`src/rtl/ds_pkg.sv`:
```
// rtl/ds_pkg.sv - shared types and defaults for the down-sampling address generator
package ds_pkg;

  typedef enum logic [1:0] {
    IDLE = 2'd0,
    RUN  = 2'd1,
    DONE = 2'd2
  } ds_state_e;

  localparam int DS_ADDR_W      = 18;
  localparam int DS_DIM_W       = 9;
  localparam int DS_SCALE       = 2;
  localparam int DS_SCALE_SHIFT = $clog2(DS_SCALE);

  function automatic int ds_shift(input int scale);
    return $clog2(scale);
  endfunction

endpackage

```
`src/rtl/ds_stride_counter.sv`:
```
// rtl/ds_stride_counter.sv - modulo counter stepping by STEP, flags when the next step reaches limit
module ds_stride_counter #(
  parameter int W    = 9,
  parameter int STEP = 2
) (
  input  logic         clk,
  input  logic         rst,
  input  logic         clr,
  input  logic         en,
  input  logic [W-1:0] limit,
  output logic         wrap
);

  logic [W-1:0] count_q, count_d;
  logic [W:0]   sum;

  // One extra bit so a step past the top of a W-bit dimension still compares correctly.
  always_comb begin
    sum     = {1'b0, count_q} + (W+1)'(STEP);
    wrap    = (sum >= {1'b0, limit});
    count_d = count_q;
    if (clr) begin
      count_d = '0;
    end else if (en) begin
      count_d = wrap ? '0 : sum[W-1:0];
    end
  end

  always_ff @(negedge clk or posedge rst) begin
    if (rst) begin
      count_q <= '0;
    end else begin
      count_q <= count_d;
    end
  end

endmodule

```
`src/rtl/downsample_addr_gen.sv`:
```
// rtl/downsample_addr_gen.sv - row-major address walker emitting every SCALE-th pixel of every SCALE-th row
// Optional accepted-address counter and pix_count port under DS_AGEN_COUNT_EN.
module downsample_addr_gen
  import ds_pkg::*;
#(
  parameter int ADDR_W = DS_ADDR_W,
  parameter int DIM_W  = DS_DIM_W,
  parameter int SCALE  = DS_SCALE
) (
  input  logic              clk,
  input  logic              rst,
  input  logic              start,
  input  logic [ADDR_W-1:0] base_addr,
  input  logic [DIM_W-1:0]  img_width,
  input  logic [DIM_W-1:0]  img_height,
  input  logic              rdy,
  output logic [ADDR_W-1:0] addr_out,
  output logic              addr_valid,
  output logic              busy,
  output logic              done
`ifdef DS_AGEN_COUNT_EN
  ,
  output logic [ADDR_W-1:0] pix_count
`endif
);

  localparam int SH = ds_shift(SCALE);

  ds_state_e         state_q, state_d;
  logic [DIM_W-1:0]  width_q, width_d;
  logic [DIM_W-1:0]  height_q, height_d;
  logic [ADDR_W-1:0] row_base_q, row_base_d;
  logic [ADDR_W-1:0] addr_q, addr_d;
  logic              valid_q, valid_d;
  logic              busy_q, busy_d;
  logic              done_q, done_d;

  logic              xfer;
  logic              launch;
  logic              col_wrap, row_wrap;
  logic [ADDR_W-1:0] row_stride;

  assign xfer       = (state_q == RUN) && valid_q && rdy;
  assign launch     = (state_q == IDLE) && start;
  assign row_stride = ADDR_W'(width_q) << SH;

  ds_stride_counter #(.W(DIM_W), .STEP(SCALE)) u_col (
    .clk   (clk),
    .rst   (rst),
    .clr   (launch),
    .en    (xfer),
    .limit (width_q),
    .wrap  (col_wrap)
  );

  ds_stride_counter #(.W(DIM_W), .STEP(SCALE)) u_row (
    .clk   (clk),
    .rst   (rst),
    .clr   (launch),
    .en    (xfer && col_wrap),
    .limit (height_q),
    .wrap  (row_wrap)
  );

  always_comb begin
    state_d    = state_q;
    width_d    = width_q;
    height_d   = height_q;
    row_base_d = row_base_q;
    addr_d     = addr_q;
    valid_d    = valid_q;
    busy_d     = busy_q;
    done_d     = 1'b0;
    case (state_q)
      IDLE: begin
        if (start) begin
          width_d  = img_width;
          height_d = img_height;
          if ((img_width == '0) || (img_height == '0)) begin
            state_d = DONE;
            done_d  = 1'b1;
          end else begin
            state_d    = RUN;
            row_base_d = base_addr;
            addr_d     = base_addr;
            valid_d    = 1'b1;
            busy_d     = 1'b1;
          end
        end
      end
      RUN: begin
        if (xfer) begin
          if (col_wrap && row_wrap) begin
            state_d = DONE;
            valid_d = 1'b0;
            busy_d  = 1'b0;
            done_d  = 1'b1;
          end else if (col_wrap) begin
            row_base_d = row_base_q + row_stride;
            addr_d     = row_base_q + row_stride;
          end else begin
            addr_d = addr_q + ADDR_W'(SCALE);
          end
        end
      end
      DONE: begin
        state_d = IDLE;
      end
      default: begin
        state_d = IDLE;
        valid_d = 1'b0;
        busy_d  = 1'b0;
      end
    endcase
  end

  always_ff @(negedge clk or posedge rst) begin
    if (rst) begin
      state_q    <= IDLE;
      width_q    <= '0;
      height_q   <= '0;
      row_base_q <= '0;
      addr_q     <= '0;
      valid_q    <= 1'b0;
      busy_q     <= 1'b0;
      done_q     <= 1'b0;
    end else begin
      state_q    <= state_d;
      width_q    <= width_d;
      height_q   <= height_d;
      row_base_q <= row_base_d;
      addr_q     <= addr_d;
      valid_q    <= valid_d;
      busy_q     <= busy_d;
      done_q     <= done_d;
    end
  end

  assign addr_out   = addr_q;
  assign addr_valid = valid_q;
  assign busy       = busy_q;
  assign done       = done_q;

`ifdef DS_AGEN_COUNT_EN
  logic [ADDR_W-1:0] pix_q, pix_d;

  always_comb begin
    pix_d = pix_q;
    if (launch) begin
      pix_d = '0;
    end else if (xfer) begin
      pix_d = pix_q + 1'b1;
    end
  end

  always_ff @(negedge clk or posedge rst) begin
    if (rst) begin
      pix_q <= '0;
    end else begin
      pix_q <= pix_d;
    end
  end

  assign pix_count = pix_q;
`endif

endmodule

```
`config.mk`:
```
export PLATFORM = sky130hd
export DESIGN_NAME = downsample_addr_gen
export DESIGN_NICKNAME = d
export VERILOG_FILES = /design/src/rtl/ds_pkg.sv /design/src/rtl/ds_stride_counter.sv /design/src/rtl/downsample_addr_gen.sv
export SDC_FILE = /design/constraint.sdc
export NUM_CORES = 1
export LEC_CHECK = 0
export ABC_AREA = 1
export BUFFER_PORTS_ARGS = -buffer_cell sky130_fd_sc_hd__buf_2
export CAP_MARGIN = 20
export CORE_ASPECT_RATIO = 1.2
export CORE_UTILIZATION = 50
export CTS_CLUSTER_SIZE = 25
export DETAILED_ROUTE_END_ITERATION = 6
export PLACE_DENSITY = 0.79
export RECOVER_POWER = 100
export SKIP_CTS_REPAIR_TIMING = 1
export SLEW_MARGIN = 40
export SYNTH_ARGS = -nofsm -noshare
export SYNTH_HDL_FRONTEND = slang
export SYNTH_SLANG_ARGS = --single-unit
```
`constraint.sdc`:
```
create_clock -name clk -period 2.6 [get_ports clk]
set_clock_uncertainty 0.15 [all_clocks]
set_input_delay 0.26 -clock clk [delete_from_list [all_inputs] [get_ports clk]]
set_output_delay 0.26 -clock clk [all_outputs]
set_load 0.05 [all_outputs]
```
# Word-level counts from Yosys, hierarchy flattened
# Cells that the tools add are included.
# Widths: inputs -> output; s select.
# classes
n_mux	31
addsub	4
magnitude_cmp	2
div	0
mul	0
n_eq_ne	8
n_shift	0
reduce_logical	17
bitwise	1
# op_table
cell	count
$mux 18	8
$pmux 18 s2	2
$mux 9	6
$add 9x2->10 const B	2
$ge 10x9->1	2
$add 18x10->18	1
$add 18x2->18 const B	1
$logic_not 9->1	2
$ne 2x2->1 const B	5
$reduce_and 5->1	2
$mux 1	8
$mux 2	4
$reduce_and 6->1	1
$reduce_bool 2->1	3
$logic_and 1x1->1	5
$pmux 2 s2	1
$pmux 1 s3	1
$reduce_and 3->1	1
$eq 2x1->1 const B	1
$eq 2x2->1 const B	1
$logic_not 2->1	1
$ne 2x1->1 const B	1
$pmux 1 s2	1
$reduce_and 2->1	1
2 further kinds	2
# word_totals
mem_count	0
ff_bits	76
input_bits	40
ram_bits	0
romBits	0
latch_bits	0

# Depth between registers and ports, before layout
# Gate-level depths: netlist of run 1.
# logic_depth
depth_word	6
mapped_depth	18
ltp_nobuf	18

# Cells and area by module
# Synthesis of run 1 repeated with hierarchy kept, for this count alone.
# hier_totals
hier_cells	798
hier_area_um2	5361.4
# by_module_without_submodules
module	instances	cells_each	seq_area_each_um2	area_per_inst_um2
downsample_addr_gen	1	582	1451.4	3887.5
ds_stride_counter	2	108	200.2	737.0

==> metrics.md, run 1 <==
| Metric | Value |
|---|---|
| Status | finished with violations |
| Violated checks | negative setup slack |
| Area share of the largest cell type after synthesis | 0.344 |
| Comb power frac | 0.627 |
| Vias post-DR | around 5.8k |
| Rel. slew slack | 0.619 |
| Worst path arrival time | between 4 and 5 ns |
| CP Class | flip-flop to flip-flop |
| Final hold vios | 0 |
| Htree depth | 3 |
| RSZ-0062 raised after global routing | yes |
| Crit path max-delay family | simple AND/OR/NAND/NOR gates |
| Req. time, crit path | roughly 4 ns |
| Sequential element share of the synthesized area | 0.344 |
| Post-synth top cells | nand2_1 (361), inv_1 (100), dfrtn_1 (74) |
| ANT cells | 0 |
| Initial antenna violation count | 0 |
| Min Hold Slack | approximately 0.29 ns |
| First-pass GRT wire length | 24000 um |
| Post-layout minimum cycle time | about 2.8 ns |
| Setup TNS | -7.84 ns |
| Hold Path Class | flip-flop to flip-flop |
| Mean Syn Cell Area | 6.56 sq um |
| Cells after synthesis | a little over 800 |
| Final Cycle Share | 1.08 |
| Largest net degree at the start of global routing | slightly above 40 |
| Syn Nets | just under 900 |
| CTS Sinks | 74 |
| CP endpoint kind | flip-flop |
| Asr flop ratio synth | 1.00 |
| Die height | between 100 and 150 um |
| Post-synth EDFFs | 0 |
| Crit path top cell by count | nand2_1 |
| Remaining Overflow, GRT | 0 |
| P_sw | 4290 uW |
| Max Freq | around 0.36 GHz |
| Max-Cap Viols | 0 |
| # fillers | 853 |
| Pins Over Slew Limit | 0 |
| Core region area | between 10000 and 15000 sq um |
| DR WL/cell | ~14 um |
| Port Buffers | 60 |
| CP Max Fanout | 8 |
| Drt via density | roughly 5.3 |
| CP peak stage delay | between 0.4 and 0.5 ns |
| Layout net count | 1026 |
| Critical-path top delay cell | dfrtn_1 |
| Final wirelength | between 15000 and 20000 um |
| Internal Power | roughly 4600 uW |
| Startpoint Class | flip-flop |
| Clock buffer depth | 2 |
| Post-route DRC | 0 |
| CTS clock-pin slew for the worst setup and hold paths | about 0.050 ns |
| CP bufs+invs | 2 |
| Unique cell type count in the Yosys netlist | 37 |
| Initial Util | 0.512 |
| Post-route ant nets | 0 |
| Power Dens Cells | approximately 1300 nW/um^2 |
| Detailed Route Iter0 Violations | ~400 |
| Post-Place Cells | ~1.1k |
| Chip Width | 96.8 um |
| Ys flop type | dfrtn_1 |
| Sw Ratio | 0.480 |
| Number of global-route vias before repair | around 5.3k |
| Yosys warns | 0 |
| Total track usage | 0.269 |
| Hpwl dp | about 11000 um |
| Later-pin clock latency in the skew report | 0.35 ns |
| Share of cells above drive strength 1 | 0.228 |
| VDD IR max | about 590 uV |
| Setup ws final | -0.202 ns |
| Total power | 8920 uW |
| Area Overhead vs Synth | 32.0% |
| Cell taking the most area after synthesis | dfrtn_1 |
| Most frequent cell after synthesis | nand2_1 |
| Root Buffer | clkbuf_16 |
| Detailed Routing Iterations Pass 1 | 5 |
| FF+latch count, synth | 74 |
| Clock power share | 0.148 |
| Seq pwr share | 0.225 |
| Critical-path cell list | ha_2, nand2_2, nor3_1, xor2_1, ha_1, nand3_1, nand3_2, inv_2, nand2_4, clkbuf_16, nor2_1, nor2_1, nand2_1, nand2_1, nand2_1, nand2_1 |
| Final GP Congestion | about 0.9 |
| CTS tree | built |
| Final Instance Count excl. Fillers | approximately 1.1k |
| Num CTS Buffers | 9 |
| Mapped Area | about 5400 sq um |
| Area contributors post-synth | dfrtn_1 (34%), nand2_1 (25%), inv_1 (7.0%), ha_1 (6.5%), nand3_1 (4.7%) |
| Leakage | approximately 0.004 uW |
| IO Count | approximately 60 |
| Die Area | roughly 11000 sq um |
| FP Rows | between 40 and 50 |
| Actual slew at the worst max-slew pin | around 0.57 ns |
| Final setup fails | 68 |
## area by class of cell
class / instances / area (sq um) / share of cell area
timing repair buffer: 144 / 1110 / 0.156
multi-input combinational: 624 / 3280 / 0.461
tap: 129 / 161 / 0.0227
inverter: 104 / 397 / 0.0558
clock buffer: 11 / 253 / 0.0356
sequential: 74 / 1850 / 0.261
clock inverter: 5 / 61.3 / 0.00863
## logic make-up (layout without fill, tap and decap cells)
logic type	count (synthesis)	count (layout)	synth area share
and+or+nand+nor	509	509	0.392
buffers and inverters	123	264	0.0948
DFF	74	74	0.344
AOI/OAI and AO/OA	69	69	0.0734
adders and majority gates	29	29	0.0688
xor gates and xnor gates	17	17	0.0276
## registers in the layout, summed over array words and instances, names as in the netlist
name,flops
width_q,9
row_base_q,18
state_q,2
busy,1
addr_out,18
height_q,9
done,1
u_row.count_q,8
u_col.count_q,8
## per-layer routing
metal  track usage  up-vias  wire (um)
li1              -     2841          -
met1         0.321     2665       6200
met3        0.0362       48        842
met5             0        -          0
met4         0.133        0        571
met2         0.479      200       7580
## placed cells by master, fill, tap and decap left out, types with 9 or more instances in the layout
cell type | synthesis | final
buf_2 | 7 | 38
buf_4 | 2 | 71
buf_6 | 4 | 25
clkbuf_16 | 0 | 10
dfrtn_1 | 74 | 74
ha_1 | 28 | 26
inv_1 | 100 | 99
nand2_1 | 361 | 348
nand2_2 | 2 | 13
nand3_1 | 51 | 38
nand3_2 | 0 | 13
nand4_1 | 13 | 13
nor2_1 | 59 | 49
o21ai_0 | 44 | 43
xor2_1 | 14 | 9
## worst register-to-register path: stages (launching register included)
cell       delay, ns
dfrtn_1         0.46
ha_2            0.21
nand2_2         0.07
nor3_1          0.24
xor2_1          0.24
ha_1            0.30
nand3_1         0.11
nand3_2         0.11
inv_2           0.09
nand2_4         0.10
clkbuf_16       0.20
nor2_1          0.09
nor2_1          0.05
nand2_1         0.06
nand2_1         0.07
nand2_1         0.06
nand2_1         0.04
## through the flow
stage,instance area [sq um],util,setup WS [ns]
floorplan,5410,-,-0.171
global placement,6310,0.600,-0.338
detailed placement,6310,0.600,-0.421
CTS,6630,0.630,-0.356
global route,7110,0.676,-0.333
finish,7110,0.676,-0.202
## power by group through the flow
stage,Combinational (uW),Clock [uW],Sequential [uW]
after floorplan,2910,0,2390
after CTS,4850,1340,1960
after global routing,6200,1390,2060
after global placement,4730,0,1960
final,5590,1320,2010
after detailed placement,4810,0,1970
## final timing paths
path                            endpoint  cells after the start  slack [ns]        startpoint
max                         addr_out[12]                     16       -0.20  u_col.count_q[1]
min                        row_base_q[0]                      2        0.29     row_base_q[0]
max reg2reg                 addr_out[12]                     16       -0.20  u_col.count_q[1]
min reg2reg                row_base_q[0]                      2        0.29     row_base_q[0]
max in group asynchronous    addr_out[1]                      3        0.46               rst
min in group asynchronous    height_q[3]                      2        0.90               rst
Note: power is estimated with default switching activity, not from simulation.
==> run 2, diff against run 1 <==
- PLACE_DENSITY: 0.79 -> 0.76
- clock period: 2.6 -> 3.6 ns (I/O delays scaled with it)
==> run 2 against run 1 <==
The run now ends clean. Core utilization down 8.8 points. Flip-flop and latch count stayed put. Highest routed layer unchanged. Combinational power down 45%. Final area fell by 13%. First-iteration DRC count shrank 38%. Clock power down 20%. Die area unchanged. Worst hold slack got worse by 0.0032 ns. Non-clock buffer count down 64. Total power down 37%.
==> metrics.md, run 2 (synthesis gave the netlist of run 1 again) <==
| Metric | Value |
|---|---|
| CP bufs+invs | 1 |
| Die height | around 120 um |
| Critical-path top delay cell | dfrtn_1 |
| Startpoint Class | flip-flop |
| Post-Place Cells | just over 1k |
| Req. time, crit path | a little over 3 ns |
| Post-route DRC | 0 |
| Htree depth | 3 |
| Initial Util | 0.512 |
| Min Hold Slack | between 0.2 and 0.3 ns |
| Final hold vios | 0 |
| Worst setup endpoint | addr_out[15] |
| Remaining Overflow, GRT | 0 |
| Worst path arrival time | 2.99 ns |
| Share of cells above drive strength 1 | 0.106 |
| Max-Cap Viols | 0 |
| Total track usage | 0.257 |
| Die Area | between 10000 and 15000 sq um |
| CP peak stage delay | 0.53 ns |
| Crit path max-delay family | flip-flops |
| Final setup fails | 0 |
| Hpwl dp | 10600 um |
| RSZ-0062 raised after global routing | no |
| Leakage | around 0.0035 uW |
| Detailed Routing Iterations Pass 1 | 5 |
| Actual slew at the worst max-slew pin | between 1 and 1.5 ns |
| Number of global-route vias before repair | between 5k and 6k |
| Rel. slew slack | 0.309 |
| Port Buffers | 60 |
| Final GP Congestion | around 0.86 |
| Power Dens Cells | between 900 and 1000 nW/um^2 |
| Critical path depth | 1 |
| Hold Path Class | flip-flop to flip-flop |
| Most common cell after layout, fill and taps aside | nand2_1 |
| CP Class | flip-flop to output pin |
| Status | completed |
| FP Rows | 41 |
| Vias post-DR | ~5.3k |
| Area Overhead vs Synth | 14.8% |
| Final Instance Count excl. Fillers | 1026 |
| IO Count | slightly above 60 |
| Drt via density | 5.15 |
| CTS tree | built |
| CP endpoint kind | output pin |
| Total power | 5660 uW |
| Largest net degree at the start of global routing | 75 |
| Critical-path cell list | clkbuf_2 |
| DR WL/cell | about 13 um |
| Later-pin clock latency in the skew report | around 0.34 ns |
| VDD IR max | 479 uV |
| Chip Width | 96.8 um |
| Worst R2R Start | u_col.count_q[3] |
| Post-route ant nets | 0 |
| R2r endpoint | addr_out[3] |
| Clock buffer depth | 2 |
| Layout net count | around 960 |
| Final wirelength | 13800 um |
| CTS clock-pin slew for the worst setup and hold paths | 0.05 ns |
| ANT cells | 0 |
| Num CTS Buffers | 9 |
| FF-to-FF setup slack | roughly 0.5 ns |
| Root Buffer | clkbuf_16 |
| CTS Sinks | 74 |
| Detailed Route Iter0 Violations | around 250 |
| Most frequent cells in the layout | nand2_1 (362), inv_1 (100), dfrtn_1 (74) |
| Start point of the critical path | addr_out[15] |
| Initial antenna violation count | 0 |
| CP Max Fanout | 6 |
| Pins Over Slew Limit | 0 |
| Reg2Reg Depth | 15 |
| Core region area | between 10000 and 15000 sq um |
| First-pass GRT wire length | approximately 23000 um |
## run 2: cell types whose count changed in the layout (fill, tap and decap cells not counted), moves of 13 or more
cell      before  now
buf_4         71   13
buf_6         25    0
clkbuf_2       1   21
nand2_1      348  362
nand3_1       38   51
nand3_2       13    0
## run 2: worst min path at each step
stage | from | end | slack (ns) | cells after the start
final | row_base_q[1] | row_base_q[1] | 0.29 | 2
after global placement | addr_out[0] | addr_out[0] | 0.28 | 2
after floorplan | row_base_q[0] | row_base_q[0] | 0.26 | 2
after detailed placement | row_base_q[1] | row_base_q[1] | 0.29 | 2
after global routing | row_base_q[0] | row_base_q[0] | 0.31 | 2
after CTS | row_base_q[1] | row_base_q[1] | 0.29 | 2
## run 2: per-stage QoR
step	cell area [sq um]	worst slack, ns	utilization	setup TNS, ns
detailed placement	5900	-0.0733	0.561	-1.33
global route	6180	0.0453	0.588	0
CTS	6240	0.111	0.593	0
finish	6180	0.102	0.588	0
global placement	5900	-0.0538	0.561	-1.09
floorplan	5390	0.128	-	0
## run 2: area by class of cell
type	count	area, sq um
Inverter	104	394
Fill cell	1013	4330
Multi-Input combinational cell	624	3010
Clock buffer	11	243
Sequential cell	74	1850
Timing Repair Buffer	80	428
Tap cell	129	161
Clock inverter	4	98.8
## run 2: report_power, final
part / switching [uW] / internal [uW]
Sequential: 328 / 1190
Clock: 356 / 695
Combinational: 2070 / 1020
Total: 2760 / 2900
## run 2: per-layer routing
layer / track usage / wire length (um)
met3: 0.0368 / 612
met1: 0.289 / 5720
met2: 0.477 / 7000
met4: 0.130 / 479
met5: 0 / 0
## run 2: tightest hold or removal path, stage by stage (launching register included)
cell     delay [ns]
dfrtn_1        0.41
nand2_1        0.06
nand2_1        0.06
==> run 3, diff against run 2 <==
- BUFFER_PORTS_ARGS: -buffer_cell sky130_fd_sc_hd__buf_2 -> default
- CORE_UTILIZATION: 50 -> 45
- DONT_BUFFER_PORTS: default -> 1
- PLACE_DENSITY: 0.76 -> 0.66
==> run 3 against run 2 <==
Register-to-register slack worse by 0.12 ns. Core utilization down 8.7 points. Sequential share of layout area increased by 1.9 points. First-iteration DRC count down 5.2%. Worst hold slack hardly changed. Clock-buffer cell count stayed put. Critical path type unchanged.
==> metrics.md, run 3 (synthesis gave the netlist of run 1 again) <==
| Metric | Value |
|---|---|
| CTS tree | built |
| Later-pin clock latency in the skew report | about 0.34 ns |
| Final wirelength | between 10000 and 15000 um |
| Die Area | between 10000 and 15000 sq um |
| Detailed Routing Iterations Pass 1 | 4 |
| IO Count | 61 |
| Num CTS Buffers | 9 |
| Number of global-route vias before repair | roughly 5k |
| Critical-path cell list | buf_2 |
| Max-Cap Viols | 0 |
| Start point of the critical path | busy |
| Htree depth | 3 |
| Hold path startpoint | row_base_q[5] |
| Remaining Overflow, GRT | 0 |
| Most common cell after layout, fill and taps aside | nand2_1 |
| Most frequent cells in the layout | nand2_1 (363), inv_1 (100), dfrtn_1 (74) |
| CP endpoint kind | output pin |
| Final Core Density | 0.501 |
| Largest net degree at the start of global routing | between 50 and 60 |
| Initial Util | 0.464 |
| Post-route ant nets | 0 |
| Hpwl dp | 11200 um |
| Setup TNS | 0 ns |
| CTS clock-pin slew for the worst setup and hold paths | around 0.05 ns |
| Area Overhead vs Synth | 8.06% |
| Crit path max-delay family | buffers and inverters |
| Layout net count | 899 |
| FP Rows | between 40 and 50 |
| CP peak stage delay | ~0.45 ns |
| Status | completed |
| Total track usage | 0.248 |
| Chip Width | ~100 um |
| VDD IR max | 380 uV |
| Pins Over Slew Limit | 0 |
| Initial antenna violation count | 0 |
| Final hold vios | 0 |
| Actual slew at the worst max-slew pin | between 0.8 and 0.9 ns |
| Post-route DRC | 0 |
| Power Dens Cells | around 920 nW/um^2 |
| CP Class | flip-flop to output pin |
| Rel. slew slack | 0.453 |
| ANT cells | 0 |
| Startpoint Class | flip-flop |
| Detailed Route Iter0 Violations | 235 |
| Worst path arrival time | 2.97 ns |
| Port Buffers | 0 |
| Core region area | 11600 sq um |
| Final GP Congestion | ~0.93 |
| Share of cells above drive strength 1 | 0.0432 |
| Hold Path Class | flip-flop to flip-flop |
| CP bufs+invs | 1 |
| Leakage | 0.00320 uW |
| RSZ-0062 raised after global routing | no |
| CTS Sinks | 74 |
| Worst R2R Start | u_col.count_q[1] |
| Root Buffer | clkbuf_16 |
| DR WL/cell | approximately 14 um |
| Final setup fails | 0 |
| Critical-path top delay cell | buf_2 |
| First-pass GRT wire length | ~23000 um |
| Die height | between 100 and 150 um |
| Drt via density | 5.16 |
| Req. time, crit path | between 3 and 4 ns |
| Vias post-DR | roughly 5.1k |
| CP Max Fanout | 4 |
| Clock buffer depth | 2 |
-- run 3: changes by cell type in the layout (fill, tap and decap cells not counted), moves of 3 or more --
cell       before  now
buf_2          36    1
clkbuf_1        9    4
clkbuf_2       21    1
bufinv_16       3    0
buf_4          13   10
-- run 3: stage by stage --
step	cells	hold slack, ns	cell area [sq um]	setup WS, ns	power, uW
floorplan	821	0.264	5390	0.128	3820
global placement	976	0.280	5610	0.0442	4500
detailed placement	976	0.287	5610	0.00937	4580
global route	991	0.306	5820	0.0818	5880
finish	991	0.290	5820	0.118	5360
CTS	991	0.291	5880	0.121	5440
-- run 3: cell type report --
class | count | area [sq um]
repair buffers | 17 | 111
clock buffers | 11 | 243
fillers | 1218 | 5800
multi-input cells | 624 | 3000
flip-flops and latches | 74 | 1850
inverters | 104 | 394
well taps | 157 | 196
clock inverters | 4 | 28.8
-- run 3: final timing paths --
| kind | cells past startpoint | slack [ns] | to |
|---|---|---|---|
| min in group asynchronous | 1 | 1.54 | width_q[2] |
| min | 2 | 0.29 | row_base_q[5] |
| max | 1 | 0.12 | addr_valid |
| max in group asynchronous | 2 | 0.42 | addr_out[7] |
| max reg2reg | 13 | 0.38 | row_base_q[3] |
| min reg2reg | 2 | 0.29 | row_base_q[5] |
-- run 3: power breakdown --
group          total [uW]  internal, uW  switching (uW)
clock                 843           482             361
combinational        2750           952            1800
sequential           1770          1180             585
total                5360          2610            2750
-- run 3: routing by layer --
layer | vias up | GRT usage | wire, um | share of wire
met5 | - | 0 | 0 | 0
met4 | 0 | 0.120 | 563 | 0.040
met3 | 38 | 0.0545 | 780 | 0.055
met2 | 126 | 0.452 | 7260 | 0.51
met1 | 2356 | 0.270 | 5620 | 0.40
li1 | 2589 | - | - | -
-- run 3: tightest hold or removal path, stage by stage, from the launching register on --
cell and delay, ns:
dfrtn_1 0.41, nand2_1 0.06, nand2_1 0.05
